$ cat src/rtl/reg_writeback_arbiter_if.sv
// Bus bundle for the register-file writeback arbiter: primary and secondary
// writeback sources on one side, the register-file write port on the other.
interface reg_writeback_arbiter_if;
   logic        p_we;
   logic [4:0]  p_addr;
   logic [31:0] p_data;
   logic        p_stall;
   logic        s_valid;
   logic        s_ready;
   logic [4:0]  s_addr;
   logic [31:0] s_data;
   logic        we3;
   logic [4:0]  a3;
   logic [31:0] wd3;

   modport master (
      output p_we, p_addr, p_data, s_valid, s_addr, s_data,
      input  p_stall, s_ready, we3, a3, wd3
   );

   modport slave (
      input  p_we, p_addr, p_data, s_valid, s_addr, s_data,
      output p_stall, s_ready, we3, a3, wd3
   );
endinterface

$ cat src/rtl/reg_writeback_arbiter.sv
// Merges in-order primary writeback and FIFO-buffered secondary writeback onto
// the register-file write port. Define WB_FWD_EN to build the forwarding-data outputs.
module reg_writeback_arbiter #(
   parameter int DEPTH        = 4,
   parameter int STARVE_LIMIT = 8
) (
   input  logic                     clk,
   input  logic                     rst_n,
   reg_writeback_arbiter_if.slave   bus,
   output logic [$clog2(DEPTH):0]   q_count,
   input  logic [4:0]               rd_a1,
   input  logic [4:0]               rd_a2,
   output logic                     pend1,
   output logic                     pend2,
   output logic [31:0]              fwd1_data,
   output logic [31:0]              fwd2_data
);
   localparam int AW = $clog2(DEPTH);
   localparam int CW = AW + 1;
   localparam int SW = $clog2(STARVE_LIMIT) + 1;

   logic [4:0]    r_addr [DEPTH];
   logic [31:0]   r_data [DEPTH];
   logic [AW-1:0] r_wptr, r_rptr;
   logic [CW-1:0] r_count;
   logic [SW-1:0] r_starve;
   logic          r_stall;
   logic          r_we3;
   logic [4:0]    r_a3;
   logic [31:0]   r_wd3;

   logic w_empty, w_full, w_push, w_prim, w_pop;
   logic w_qhit1, w_qhit2;

   assign w_empty = (r_count == '0);
   assign w_full  = (r_count == CW'(DEPTH));
   // Address-0 pushes complete the handshake but are dropped.
   assign w_push  = bus.s_valid && !w_full && (bus.s_addr != 5'd0);
   assign w_prim  = bus.p_we && (bus.p_addr != 5'd0) && !r_stall;
   // A forced pop (stalled) beats the primary; otherwise the FIFO only uses idle slots.
   assign w_pop   = !w_empty && (r_stall || !w_prim);

   assign bus.s_ready = !w_full;
   assign bus.p_stall = r_stall;
   assign bus.we3     = r_we3;
   assign bus.a3      = r_a3;
   assign bus.wd3     = r_wd3;
   assign q_count     = r_count;

   always_ff @(posedge clk) begin
      if (w_push) begin
         r_addr[r_wptr] <= bus.s_addr;
         r_data[r_wptr] <= bus.s_data;
      end
   end

   always_ff @(posedge clk or negedge rst_n) begin
      if (!rst_n) begin
         r_wptr   <= '0;
         r_rptr   <= '0;
         r_count  <= '0;
         r_starve <= '0;
         r_stall  <= 1'b0;
         r_we3    <= 1'b0;
         r_a3     <= 5'd0;
         r_wd3    <= 32'd0;
      end else begin
         if (w_push) r_wptr <= r_wptr + 1'b1;
         if (w_pop)  r_rptr <= r_rptr + 1'b1;
         case ({w_push, w_pop})
            2'b10:   r_count <= r_count + 1'b1;
            2'b01:   r_count <= r_count - 1'b1;
            default: r_count <= r_count;
         endcase

         if (w_empty || w_pop) r_starve <= '0;
         else                  r_starve <= r_starve + 1'b1;

         if (w_pop)
            r_stall <= 1'b0;
         else if (!w_empty && (r_starve == SW'(STARVE_LIMIT - 1)))
            r_stall <= 1'b1;

         r_we3 <= w_pop || w_prim;
         if (w_pop) begin
            r_a3  <= r_addr[r_rptr];
            r_wd3 <= r_data[r_rptr];
         end else if (w_prim) begin
            r_a3  <= bus.p_addr;
            r_wd3 <= bus.p_data;
         end
      end
   end

`ifdef WB_FWD_EN
   logic [31:0] w_qdat1, w_qdat2;

   // Scan oldest to youngest so the youngest matching entry wins.
   always_comb begin : scan_fwd
      logic [AW-1:0] w_idx;
      w_qhit1 = 1'b0;
      w_qhit2 = 1'b0;
      w_qdat1 = 32'd0;
      w_qdat2 = 32'd0;
      w_idx   = '0;
      for (int k = 0; k < DEPTH; k++) begin
         w_idx = r_rptr + AW'(k);
         if (CW'(k) < r_count) begin
            if (r_addr[w_idx] == rd_a1) begin
               w_qhit1 = 1'b1;
               w_qdat1 = r_data[w_idx];
            end
            if (r_addr[w_idx] == rd_a2) begin
               w_qhit2 = 1'b1;
               w_qdat2 = r_data[w_idx];
            end
         end
      end
   end

   assign fwd1_data = w_qhit1 ? w_qdat1 : ((r_we3 && r_a3 == rd_a1) ? r_wd3 : 32'd0);
   assign fwd2_data = w_qhit2 ? w_qdat2 : ((r_we3 && r_a3 == rd_a2) ? r_wd3 : 32'd0);
`else
   always_comb begin : scan_pend
      logic [AW-1:0] w_idx;
      w_qhit1 = 1'b0;
      w_qhit2 = 1'b0;
      w_idx   = '0;
      for (int k = 0; k < DEPTH; k++) begin
         w_idx = r_rptr + AW'(k);
         if (CW'(k) < r_count) begin
            if (r_addr[w_idx] == rd_a1) w_qhit1 = 1'b1;
            if (r_addr[w_idx] == rd_a2) w_qhit2 = 1'b1;
         end
      end
   end

   assign fwd1_data = 32'd0;
   assign fwd2_data = 32'd0;
`endif

   assign pend1 = (rd_a1 != 5'd0) && (w_qhit1 || (r_we3 && r_a3 == rd_a1));
   assign pend2 = (rd_a2 != 5'd0) && (w_qhit2 || (r_we3 && r_a3 == rd_a2));
endmodule
$ cat src/flat_wrapper.sv
// flat-port wrapper written by rule: the top's interface ports become plain ports
module reg_writeback_arbiter_flat 
#(
   parameter int DEPTH        = 4,
   parameter int STARVE_LIMIT = 8
)
  (clk, rst_n, q_count, rd_a1, rd_a2, pend1, pend2, fwd1_data, fwd2_data, bus_p_we, bus_p_addr, bus_p_data, bus_s_valid, bus_s_addr, bus_s_data, bus_p_stall, bus_s_ready, bus_we3, bus_a3, bus_wd3);
  reg_writeback_arbiter_if bus_i ();
  input  logic clk;
  input  logic rst_n;
  output logic [$clog2(DEPTH):0] q_count;
  input  logic [4:0] rd_a1;
  input  logic [4:0] rd_a2;
  output logic pend1;
  output logic pend2;
  output logic [31:0] fwd1_data;
  output logic [31:0] fwd2_data;
  input wire logic [$bits(bus_i.p_we)-1:0] bus_p_we;
  input wire logic [$bits(bus_i.p_addr)-1:0] bus_p_addr;
  input wire logic [$bits(bus_i.p_data)-1:0] bus_p_data;
  input wire logic [$bits(bus_i.s_valid)-1:0] bus_s_valid;
  input wire logic [$bits(bus_i.s_addr)-1:0] bus_s_addr;
  input wire logic [$bits(bus_i.s_data)-1:0] bus_s_data;
  output wire logic [$bits(bus_i.p_stall)-1:0] bus_p_stall;
  output wire logic [$bits(bus_i.s_ready)-1:0] bus_s_ready;
  output wire logic [$bits(bus_i.we3)-1:0] bus_we3;
  output wire logic [$bits(bus_i.a3)-1:0] bus_a3;
  output wire logic [$bits(bus_i.wd3)-1:0] bus_wd3;
  assign bus_i.p_we = bus_p_we;
  assign bus_i.p_addr = bus_p_addr;
  assign bus_i.p_data = bus_p_data;
  assign bus_i.s_valid = bus_s_valid;
  assign bus_i.s_addr = bus_s_addr;
  assign bus_i.s_data = bus_s_data;
  assign bus_p_stall = bus_i.p_stall;
  assign bus_s_ready = bus_i.s_ready;
  assign bus_we3 = bus_i.we3;
  assign bus_a3 = bus_i.a3;
  assign bus_wd3 = bus_i.wd3;
  reg_writeback_arbiter #(.DEPTH(DEPTH), .STARVE_LIMIT(STARVE_LIMIT)) u_core (.clk(clk), .rst_n(rst_n), .bus(bus_i), .q_count(q_count), .rd_a1(rd_a1), .rd_a2(rd_a2), .pend1(pend1), .pend2(pend2), .fwd1_data(fwd1_data), .fwd2_data(fwd2_data));
endmodule
$ cat config.mk
export PLATFORM = sky130hd
export DESIGN_NAME = reg_writeback_arbiter_flat
export DESIGN_NICKNAME = d
export VERILOG_FILES = /design/src/rtl/reg_writeback_arbiter_if.sv /design/src/rtl/reg_writeback_arbiter.sv /design/src/flat_wrapper.sv
export SDC_FILE = /design/constraint.sdc
export NUM_CORES = 1
export LEC_CHECK = 0
export BUFFER_PORTS_ARGS = -buffer_cell sky130_fd_sc_hd__buf_2
export CAP_MARGIN = 15
export CORE_MARGIN = 2
export CORE_UTILIZATION = 55
export CTS_CLUSTER_SIZE = 14
export DETAILED_ROUTE_END_ITERATION = 8
export PLACE_DENSITY = 0.85
export SLEW_MARGIN = 20
export SYNTH_ARGS = -nofsm -noshare
export SYNTH_HDL_FRONTEND = slang
export SYNTH_SLANG_ARGS = --single-unit
$ cat constraint.sdc
create_clock -name clk -period 3.27 [get_ports clk]
set_input_delay 0.654 -clock clk [delete_from_list [all_inputs] [get_ports clk]]
set_output_delay 0.654 -clock clk [all_outputs]
set_load 0.02 [all_outputs]
==> summary.md, run 1 <==
| Metric | Value |
|---|---|
| H-tree Lvls | 4 |
| Worst R2R Path Depth | 7 |
| Number of enable flip-flop cells after synthesis | 148 |
| Layout cells sized above 1 | 0.318 |
| Psw | 3.31 mW |
| DR top layer | met5 |
| Kind of critical path | reg -> out |
| Worst hold path type | in -> async |
| CTS tree | built |
| Core ar. | about 16000 um2 |
| Pin count of the biggest net entering global routing | a little under 70 |
| Number of remaining DRC errors | 0 |
| Initial antenna violation count | 1 |
| Clock Path Buffers | 2 |
| Metal2 WL | a little under 10000 um |
| Max Cap Viol | 0 |
| Rows | 47 |
| Root buf cell | clkbuf_16 |
| TritonCTS buffer count | 17 |
| Clk sinks | 198 |
| Switching fraction of total power | 0.351 |
| Final setup TNS | 0 ns |
| Port Buffers | about 130 |
| Reg power frac | 0.393 |
| Final core utilization | 0.643 |
| Clock Latency Late Sink | approximately 0.43 ns |
| First-pass GRT wire length | just over 30000 um |
| Vias per inst | ~5.5 |
| Sequential area share after synthesis | 0.619 |
| Clock Power Share | 0.211 |
| R2R Path Start | u_core.q_count[0] |
| Remaining Overflow, GRT | 0 |
| Relative slew slack | 0.352 |
| Synth cell types | 32 |
| IO Pins | about 200 |
| DRT iter0 DRCs | 360 |
| Critical path arrival | about 2.6 ns |
| Die area | 17800 um2 |
| Syn Area/Cell | between 10 and 15 um2 |
| CP max FO | 7 |
| Hold-fix buffers, CTS | 0 |
| Worst slew pin tran | roughly 0.97 ns |
| Synth Flop Type | edfxtp_1 |
| P&R area growth vs syn | 15.0% |
| Crit end category | output port |
| Total Nets Final | approximately 870 |
| N_diodes | 0 |
| P_leak | roughly 4 nW |
| DP Wirelength | between 10000 and 15000 um |
| Routed len/inst | 19.4 um |
| Post-synthesis instance total | 635 |
| Routed via count | approximately 5500 |
| Die Span X | roughly 130 um |
| Final Critical Period | between 3 and 4 ns |
| Final Hold Fails | 0 |
| CP required | around 2.6 ns |
| Worst-path clk slew | ~0.070 ns |
| Final WL | about 19000 um |
| Number of global-route vias before repair | approximately 5500 |
| YS warnings | 0 |
| Cell area after synthesis | 9210 um2 |
| Skew final | roughly 0.010 ns |
| Int Pwr | between 6 and 7 mW |
| Met1 WL | roughly 7700 um |
| Initial core utilization | 0.559 |
| Count of state elements after synthesis | just under 200 |
| Router iterations before antenna repair | 4 |
| Fin. max-slew vios | 0 |
| GRT Total Usage | 0.228 |
| Crit path launch type | register |
| Routed wl met3 | around 1300 um |
| Final worst-path cycle share | 0.984 |
| Fmax | 311 MHz |
| Worst r2r dst | u_core.r_addr[1][4] |
| FF-to-FF setup slack | slightly below 0.7 ns |
| Post-synth ARST share | 0.253 |
| Pwr/cell area | a little under 900 nW/um2 |
| Worst vdd ir | approximately 0.00048 V |
| Chip Height | around 130 um |
| Combinational share of power | 0.396 |
| Final setup vio count | 0 |
| ANT nets after route | 0 |
| Status | finished, final reports clean |
| Routability congestion estimate | around 0.98 |
## power groups by stage
stage / registers, mW / logic (mW) / clock network [mW]
5_1_grt: 3.77 / 4.04 / 2.12
3_3_place_gp: 3.76 / 3.43 / 0
6_report: 3.71 / 3.73 / 1.99
3_5_place_dp: 3.80 / 3.50 / 0
4_1_cts: 3.72 / 3.62 / 2.02
2_1_floorplan: 3.89 / 2.44 / 0
## Yosys cell counts (5+ instances only)
| master | number | area, um2 |
|---|---|---|
| a21oi_1 | 5 | 25.0 |
| ha_1 | 10 | 125 |
| xnor2_1 | 33 | 289 |
| o21ai_0 | 6 | 30.0 |
| nand2_1 | 78 | 293 |
| buf_4 | 64 | 480 |
| a31oi_1 | 35 | 219 |
| xor2_1 | 25 | 219 |
| nor3_1 | 10 | 50.1 |
| mux2i_1 | 5 | 50.1 |
| edfxtp_1 | 148 | 4440 |
| clkbuf_1 | 24 | 90.1 |
| mux4_2 | 46 | 1040 |
| nor2_1 | 44 | 165 |
| inv_1 | 5 | 18.8 |
| buf_2 | 12 | 60.1 |
| nand4_1 | 6 | 37.5 |
| mux4_1 | 6 | 158 |
| dfrtp_1 | 50 | 1250 |
## state kept, by name, indices dropped and copies added, names as in the netlist
name and cells:
u_core.r_data 128, u_core.bus.wd3 32, u_core.r_addr 20, u_core.bus.a3 5, u_core.r_starve 4, u_core.q_count 3
u_core.r_rptr 2, u_core.r_wptr 2, u_core.bus.p_stall 1, u_core.bus.we3 1
## metal layers
metal,track usage,vias to the layer above
met1,0.294,2765
met4,0.104,2
met2,0.381,282
met5,0,-
li1,-,2461
met3,0.0441,38
## cell usage in the layout, fill, tap and decap left out, types with 3 or more instances in the layout
cell       count
nor4_1         4
a21oi_1        5
mux4_2        52
nand2_1       78
ha_1          10
nor3_1         7
clkbuf_16     17
inv_1          5
nand4_1        6
nor2_1        44
nor3_2         3
clkbuf_8       3
xor2_1        25
conb_1        64
o21ai_0        6
mux2i_1        5
edfxtp_1     148
buf_2        132
xnor2_1       32
or4_1          3
a31oi_1       35
buf_4         14
dfrtp_1       48
buf_12         7
and2_2         4
## how the worst max path moves through the flow
stage | start | slack, ns | endpoint
floorplan | u_core.q_count[0] | 0.42 | u_core.r_addr[0][0]
CTS | u_core.r_rptr[1] | 0.01 | pend1
global placement | u_core.r_rptr[1] | 0.43 | pend2
detailed placement | u_core.r_rptr[0] | 0.42 | pend2
finish | u_core.r_rptr[1] | 0.05 | pend2
global route | u_core.r_rptr[1] | -0.02 | pend1
## per-stage QoR
step / area, um2 / worst slack (ns) / instances / power (mW) / hold slack (ns)
after global routing: 10600 / -0.0225 / 1002 / 9.93 / 0.246
after global placement: 9910 / 0.431 / 961 / 7.19 / 0.452
final: 10600 / 0.0521 / 1002 / 9.44 / 0.215
after CTS: 10500 / 0.0105 / 996 / 9.37 / 0.232
after floorplan: 9440 / 0.425 / 698 / 6.33 / 0.358
after detailed placement: 9910 / 0.419 / 961 / 7.30 / 0.461
## kinds of logic after synthesis
logic type	count (synthesis)	synth area share
AOI/OAI and AO/OA	49	0.0321
xor gates and xnor gates	58	0.0552
adders and majority gates	10	0.0136
buffers and inverters	107	0.0739
DFF	198	0.619
muxes	57	0.135
other	1	0.000407
and+or+nand+nor	155	0.0711
## area by class of cell
class	count	area [um2]
multi-input combinational	393	3100
fill	1155	5880
tap	220	275
inverter	5	18.8
clock buffer	22	474
timing repair buffer	154	917
sequential	198	5700
clock inverter	10	96.3
## worst max-delay path, cell delays in order, from the launching register on
cell and delay [ns]:
dfrtp_4 0.50, mux4_2 0.57, xor2_1 0.17, nor4_1 0.37
a311oi_2 0.17, a21oi_1 0.17, buf_2 0.18
## what timing repair did
item,4_1_cts,5_1_grt
pin swaps,0,1
setup endpoints to repair,2,2
resized for setup,1,13
setup buffers,3,6
cloned,0,0
Note: power is estimated with default switching activity, not from simulation.
==> inputs of run 2 (changes only) <==
Settings changed: CORE_UTILIZATION 55 to 50, PLACE_DENSITY 0.85 to 0.82.
Clock period 3.27 ns to 2.8 ns, I/O delays scaled along.
==> summary.md, run 2 (same netlist as run 1, synthesis figures left out) <==
| Metric | Value |
|---|---|
| Rows | between 40 and 50 |
| Kind of critical path | reg -> out |
| Router iterations before antenna repair | 4 |
| Final Total Pwr | approximately 11 mW |
| Top reg by flops | u_core.r_data |
| Critical path arrival | 2.56 ns |
| Routability congestion estimate | 0.908 |
| P&R area growth vs syn | 16.5% |
| CP max FO | 5 |
| Pwr/cell area | slightly above 1000 nW/um2 |
| Fmax | 321 MHz |
| Worst hold path type | in -> async |
| Initial core utilization | 0.511 |
| Final setup TNS | -0.610 ns |
| Worst slew pin tran | about 0.6 ns |
| P_leak | approximately 4.2 nW |
| Initial antenna violation count | 3 |
| Violated checks | negative setup slack |
| Commonest non-fill, non-tap cell in the layout | edfxtp_1 |
| Number of remaining DRC errors | 0 |
| Worst r2r dst | u_core.r_data[0][12] |
| Clk sinks | about 200 |
| Max Cap Viol | 0 |
| Root buf cell | clkbuf_16 |
| Final worst-path cycle share | 1.11 |
| Remaining Overflow, GRT | 0 |
| DP Wirelength | approximately 13000 um |
| Chip Height | between 100 and 150 um |
| Status | complete, but fails checks |
| H-tree Lvls | 4 |
| Worst R2R Path Depth | 8 |
| Pre-CTS setup slack | 0.118 ns |
| Final WL | 19300 um |
| Worst-path clk slew | ~0.070 ns |
| Port Buffers | 132 |
| Layout cells sized above 1 | 0.337 |
| Max reg flops | 128 |
| First-pass GRT wire length | about 30000 um |
| Fin. max-slew vios | 0 |
| Most frequent cells in the layout | edfxtp_1, buf_2, nand2_1 |
| Die area | ~20000 um2 |
| DRT iter0 DRCs | 346 |
| Crit path launch type | register |
| Vias per inst | 5.39 |
| Final setup vio count | 2 |
| Routed via count | around 5500 |
| Clock Path Buffers | 2 |
| Final Critical Period | 3.12 ns |
| Number of global-route vias before repair | about 5400 |
| Worst Slack Setup Final | -0.320 ns |
| Pin count of the biggest net entering global routing | just under 70 |
| Crit end category | output port |
| Routed len/inst | between 15 and 20 um |
| Skew final | around 0.010 ns |
| GRT Total Usage | 0.202 |
| FF-to-FF setup slack | roughly 0.45 ns |
| RSZ-0062 raised after global routing | yes |
| TritonCTS buffer count | 17 |
| R2R Path Start | u_core.q_count[0] |
| Final Hold Fails | 0 |
| Relative slew slack | 0.600 |
| IO Pins | between 150 and 200 |
| Core ar. | between 15000 and 20000 um2 |
| Die Span X | 140 um |
| Final core utilization | 0.595 |
| Total Nets Final | between 800 and 900 |
| Hold-fix buffers, CTS | 0 |
| Worst vdd ir | about 0.00059 V |
| ANT nets after route | 0 |
| CTS tree | built |
| CP required | approximately 2.2 ns |
| Clock Latency Late Sink | 0.43 ns |
[run 2: changes by cell type in the layout (fill, tap and decap cells not counted), sizes merged]
cell / previous run / this run
diode: 0 / 3
buf: 154 / 161
clkinv: 5 / 7
clkbuf: 22 / 17
inv: 7 / 10
[run 2: layer usage]
layer | routed length, um | track usage
met5 | 0 | 0
met2 | 9930 | 0.337
met3 | 1160 | 0.0526
met4 | 228 | 0.0568
met1 | 7960 | 0.264
[run 2: stage by stage]
step                instance area [um2]  cells  hold slack (ns)
global placement                  10000    979            0.451
finish                            10700   1021            0.116
CTS                               10600   1017            0.111
global route                      10700   1018            0.121
detailed placement                10000    979            0.450
floorplan                          9450    698            0.264
[run 2: what timing repair did]
action / CTS / global route
pin swaps: 1 / 8
gates resized for setup: 13 / 10
buffers inserted: 6 / 1
setup endpoints to repair: 2 / 2
gates cloned: 0 / 0
[run 2: area by class of cell]
class	instances	area (um2)
tap	229	287
sequential	198	5700
multi-input combinational	393	3160
antenna	3	7.51
fill	1381	7300
timing repair buffer	161	978
inverter	5	18.8
clock inverter	15	149
clock buffer	17	425
[run 2: power breakdown]
group          switching (mW)  total (mW)  internal (mW)
Combinational            2.45        4.46           2.01
Sequential              0.394        4.32           3.92
Clock                    1.10        2.35           1.25
[run 2: how the worst max path moves through the flow]
stage | startpoint | to | slack (ns) | cells after the start
after floorplan | u_core.r_rptr[1] | pend1 | 0.24 | 7
after global placement | u_core.r_rptr[0] | pend1 | 0.14 | 7
after detailed placement | u_core.r_rptr[0] | pend2 | 0.12 | 7
after CTS | u_core.r_rptr[0] | pend1 | -0.29 | 9
after global routing | u_core.r_rptr[0] | pend2 | -0.44 | 9
final | u_core.r_rptr[0] | pend2 | -0.32 | 9
[run 2: worst max-delay path, cell delays in order (launching register included)]
cell	delay, ns
dfrtp_4	0.53
buf_12	0.15
buf_12	0.12
mux4_2	0.45
xnor2_1	0.19
nand4_1	0.14
nor3_2	0.16
a311oi_2	0.06
a21oi_1	0.18
buf_4	0.16
==> inputs of run 3 (changes only) <==
Settings changed: CORE_UTILIZATION 50 to 35, PLACE_DENSITY 0.82 to 0.6, TNS_END_PERCENT set to 20.
Clock period 2.8 ns to 3.8 ns, I/O delays scaled along.
==> summary.md, run 3 (same netlist as run 1, synthesis figures left out) <==
| Metric | Value |
|---|---|
| Status | finished, final reports clean |
| DRT iter0 DRCs | 355 |
| RSZ-0062 raised after global routing | no |
| Crit path launch type | register |
| Worst Slack Setup Final | 0.317 ns |
| Final cell count without fillers | roughly 1100 |
| Max Cap Viol | 0 |
| Most frequent cells in the layout | edfxtp_1, buf_2, nand2_1 |
| Skew final | ~0.011 ns |
| Commonest non-fill, non-tap cell in the layout | edfxtp_1 |
| Rows | just under 60 |
| Initial core utilization | 0.355 |
| Clock Power Share | 0.221 |
| FILL cells | about 2400 |
| Critical path arrival | between 2 and 3 ns |
| Pre-CTS setup slack | 0.674 ns |
| CTS tree | built |
| IO Pins | approximately 200 |
| Clk sinks | between 150 and 200 |
| Final Hold Fails | 0 |
| Relative slew slack | 0.320 |
| Kind of critical path | reg -> out |
| Worst hold path type | in -> async |
| TritonCTS buffer count | 17 |
| Total Nets Final | around 860 |
| CP max FO | 21 |
| Router iterations before antenna repair | 4 |
| Port Buffers | 132 |
| Routability congestion estimate | a little under 0.8 |
| Final Critical Period | roughly 3.5 ns |
| Number of remaining DRC errors | 0 |
| CP required | 3.04 ns |
| Psw | about 2.9 mW |
| P&R area growth vs syn | 15.3% |
| Clock Latency Late Sink | 0.43 ns |
| Die area | between 20000 and 30000 um2 |
| Final setup vio count | 0 |
| Combinational share of power | 0.376 |
| Final WL | about 20000 um |
| Fin. max-slew vios | 0 |
| Clock Path Buffers | 2 |
| GRT Total Usage | 0.144 |
| FF-to-FF setup slack | 0.97 ns |
| Max incr delay on CP | 0.66 ns |
| Vias per inst | a little under 5 |
| Crit end category | output port |
| Max reg flops | 128 |
| ANT nets after route | 0 |
| First-pass GRT wire length | between 30000 and 40000 um |
| Die Span X | roughly 170 um |
| Core ar. | 25900 um2 |
| Routed len/inst | between 15 and 20 um |
| Reg power frac | 0.403 |
| DP Wirelength | ~13000 um |
| Chip Height | 166 um |
| Int Pwr | approximately 5.1 mW |
| Pin count of the biggest net entering global routing | 68 |
| CP Cell Sequence | buf_4 -> mux4_2 -> xnor2_1 -> and3_1 -> nor3_1 -> a21oi_1 -> buf_2 |
| Worst-path clk slew | approximately 0.08 ns |
| Routed via count | 5347 |
| Final worst-path cycle share | 0.917 |
| Slowest CP cell | dfrtp_2 |
| Initial antenna violation count | 1 |
| Switching fraction of total power | 0.365 |
| Fmax | 287 MHz |
| Number of global-route vias before repair | ~5400 |
| H-tree Lvls | 4 |
| Final setup TNS | 0 ns |
| Worst slew pin tran | 1.02 ns |
| Layout cells sized above 1 | 0.298 |
| Top reg by flops | u_core.r_data |
| Post-Place Cells | roughly 1100 |
| Root buf cell | clkbuf_16 |
| Worst vdd ir | between 0.0003 and 0.0004 V |
| Final hold slack | ~0.38 ns |
| Remaining Overflow, GRT | 0 |
| Pwr/cell area | around 750 nW/um2 |
| P_leak | about 4.1 nW |
## run 3: per-layer routing
layer | wire (um) | vias up | GRT usage
li1 | - | 2450 | -
met1 | 8780 | 2686 | 0.191
met2 | 9550 | 197 | 0.236
met3 | 1270 | 14 | 0.0408
met4 | 189 | 0 | 0.0321
met5 | 0 | - | 0
## run 3: worst max-delay path, delay by kind of cell (launching register included)
family,cells,cell delay [ns]
xor gates and xnor gates,1,0.14
and+or+nand+nor,2,0.38
AOI/OAI and AO/OA,1,0.09
muxes,1,0.57
DFF,1,0.66
buffers and inverters,2,0.45
## run 3: cell type report
cell class | count | area [um2] | area share
Antenna cell | 1 | 2.50 | 0.000236
Clock buffer | 17 | 425 | 0.0401
Sequential cell | 198 | 5700 | 0.537
Timing Repair Buffer | 144 | 796 | 0.0750
Inverter | 5 | 18.8 | 0.00177
Multi-Input combinational cell | 393 | 3090 | 0.291
Tap cell | 335 | 419 | 0.0395
Clock inverter | 14 | 156 | 0.0147
## run 3: power by group through the flow
stage	clock network (mW)	logic [mW]	registers, mW
global route	1.91	3.29	3.29
finish	1.77	3.01	3.22
detailed placement	0	3.00	3.31
floorplan	0	2.10	3.35
global placement	0	2.96	3.29
CTS	1.82	3.01	3.26
## run 3: per-stage QoR
stage	total power [mW]	utilization	area, um2
after floorplan	5.45	-	9440
after global placement	6.25	0.386	10000
after detailed placement	6.30	0.386	10000
after CTS	8.09	0.408	10600
after global routing	8.49	0.409	10600
final	8.00	0.410	10600
## run 3: path summary, 6_finish.rpt
kind                                        end  cells after the start               start
setup / recovery                          pend1                      7    u_core.r_rptr[1]
hold / removal               u_core.bus.wd3[17]                      1               rst_n
setup reg to reg           u_core.r_data[3][22]                      7   u_core.q_count[0]
hold reg to reg              u_core.r_starve[0]                      1  u_core.r_starve[0]
max in group asynchronous    u_core.r_starve[2]                      2               rst_n
min in group clk             u_core.r_starve[0]                      1  u_core.r_starve[0]
## run 3: repair_timing
item | in CTS | in global routing
setup endpoints to repair | 0 | 1
gates resized for setup | 0 | 0
hold buffers | 0 | 0
setup buffers | 0 | 1
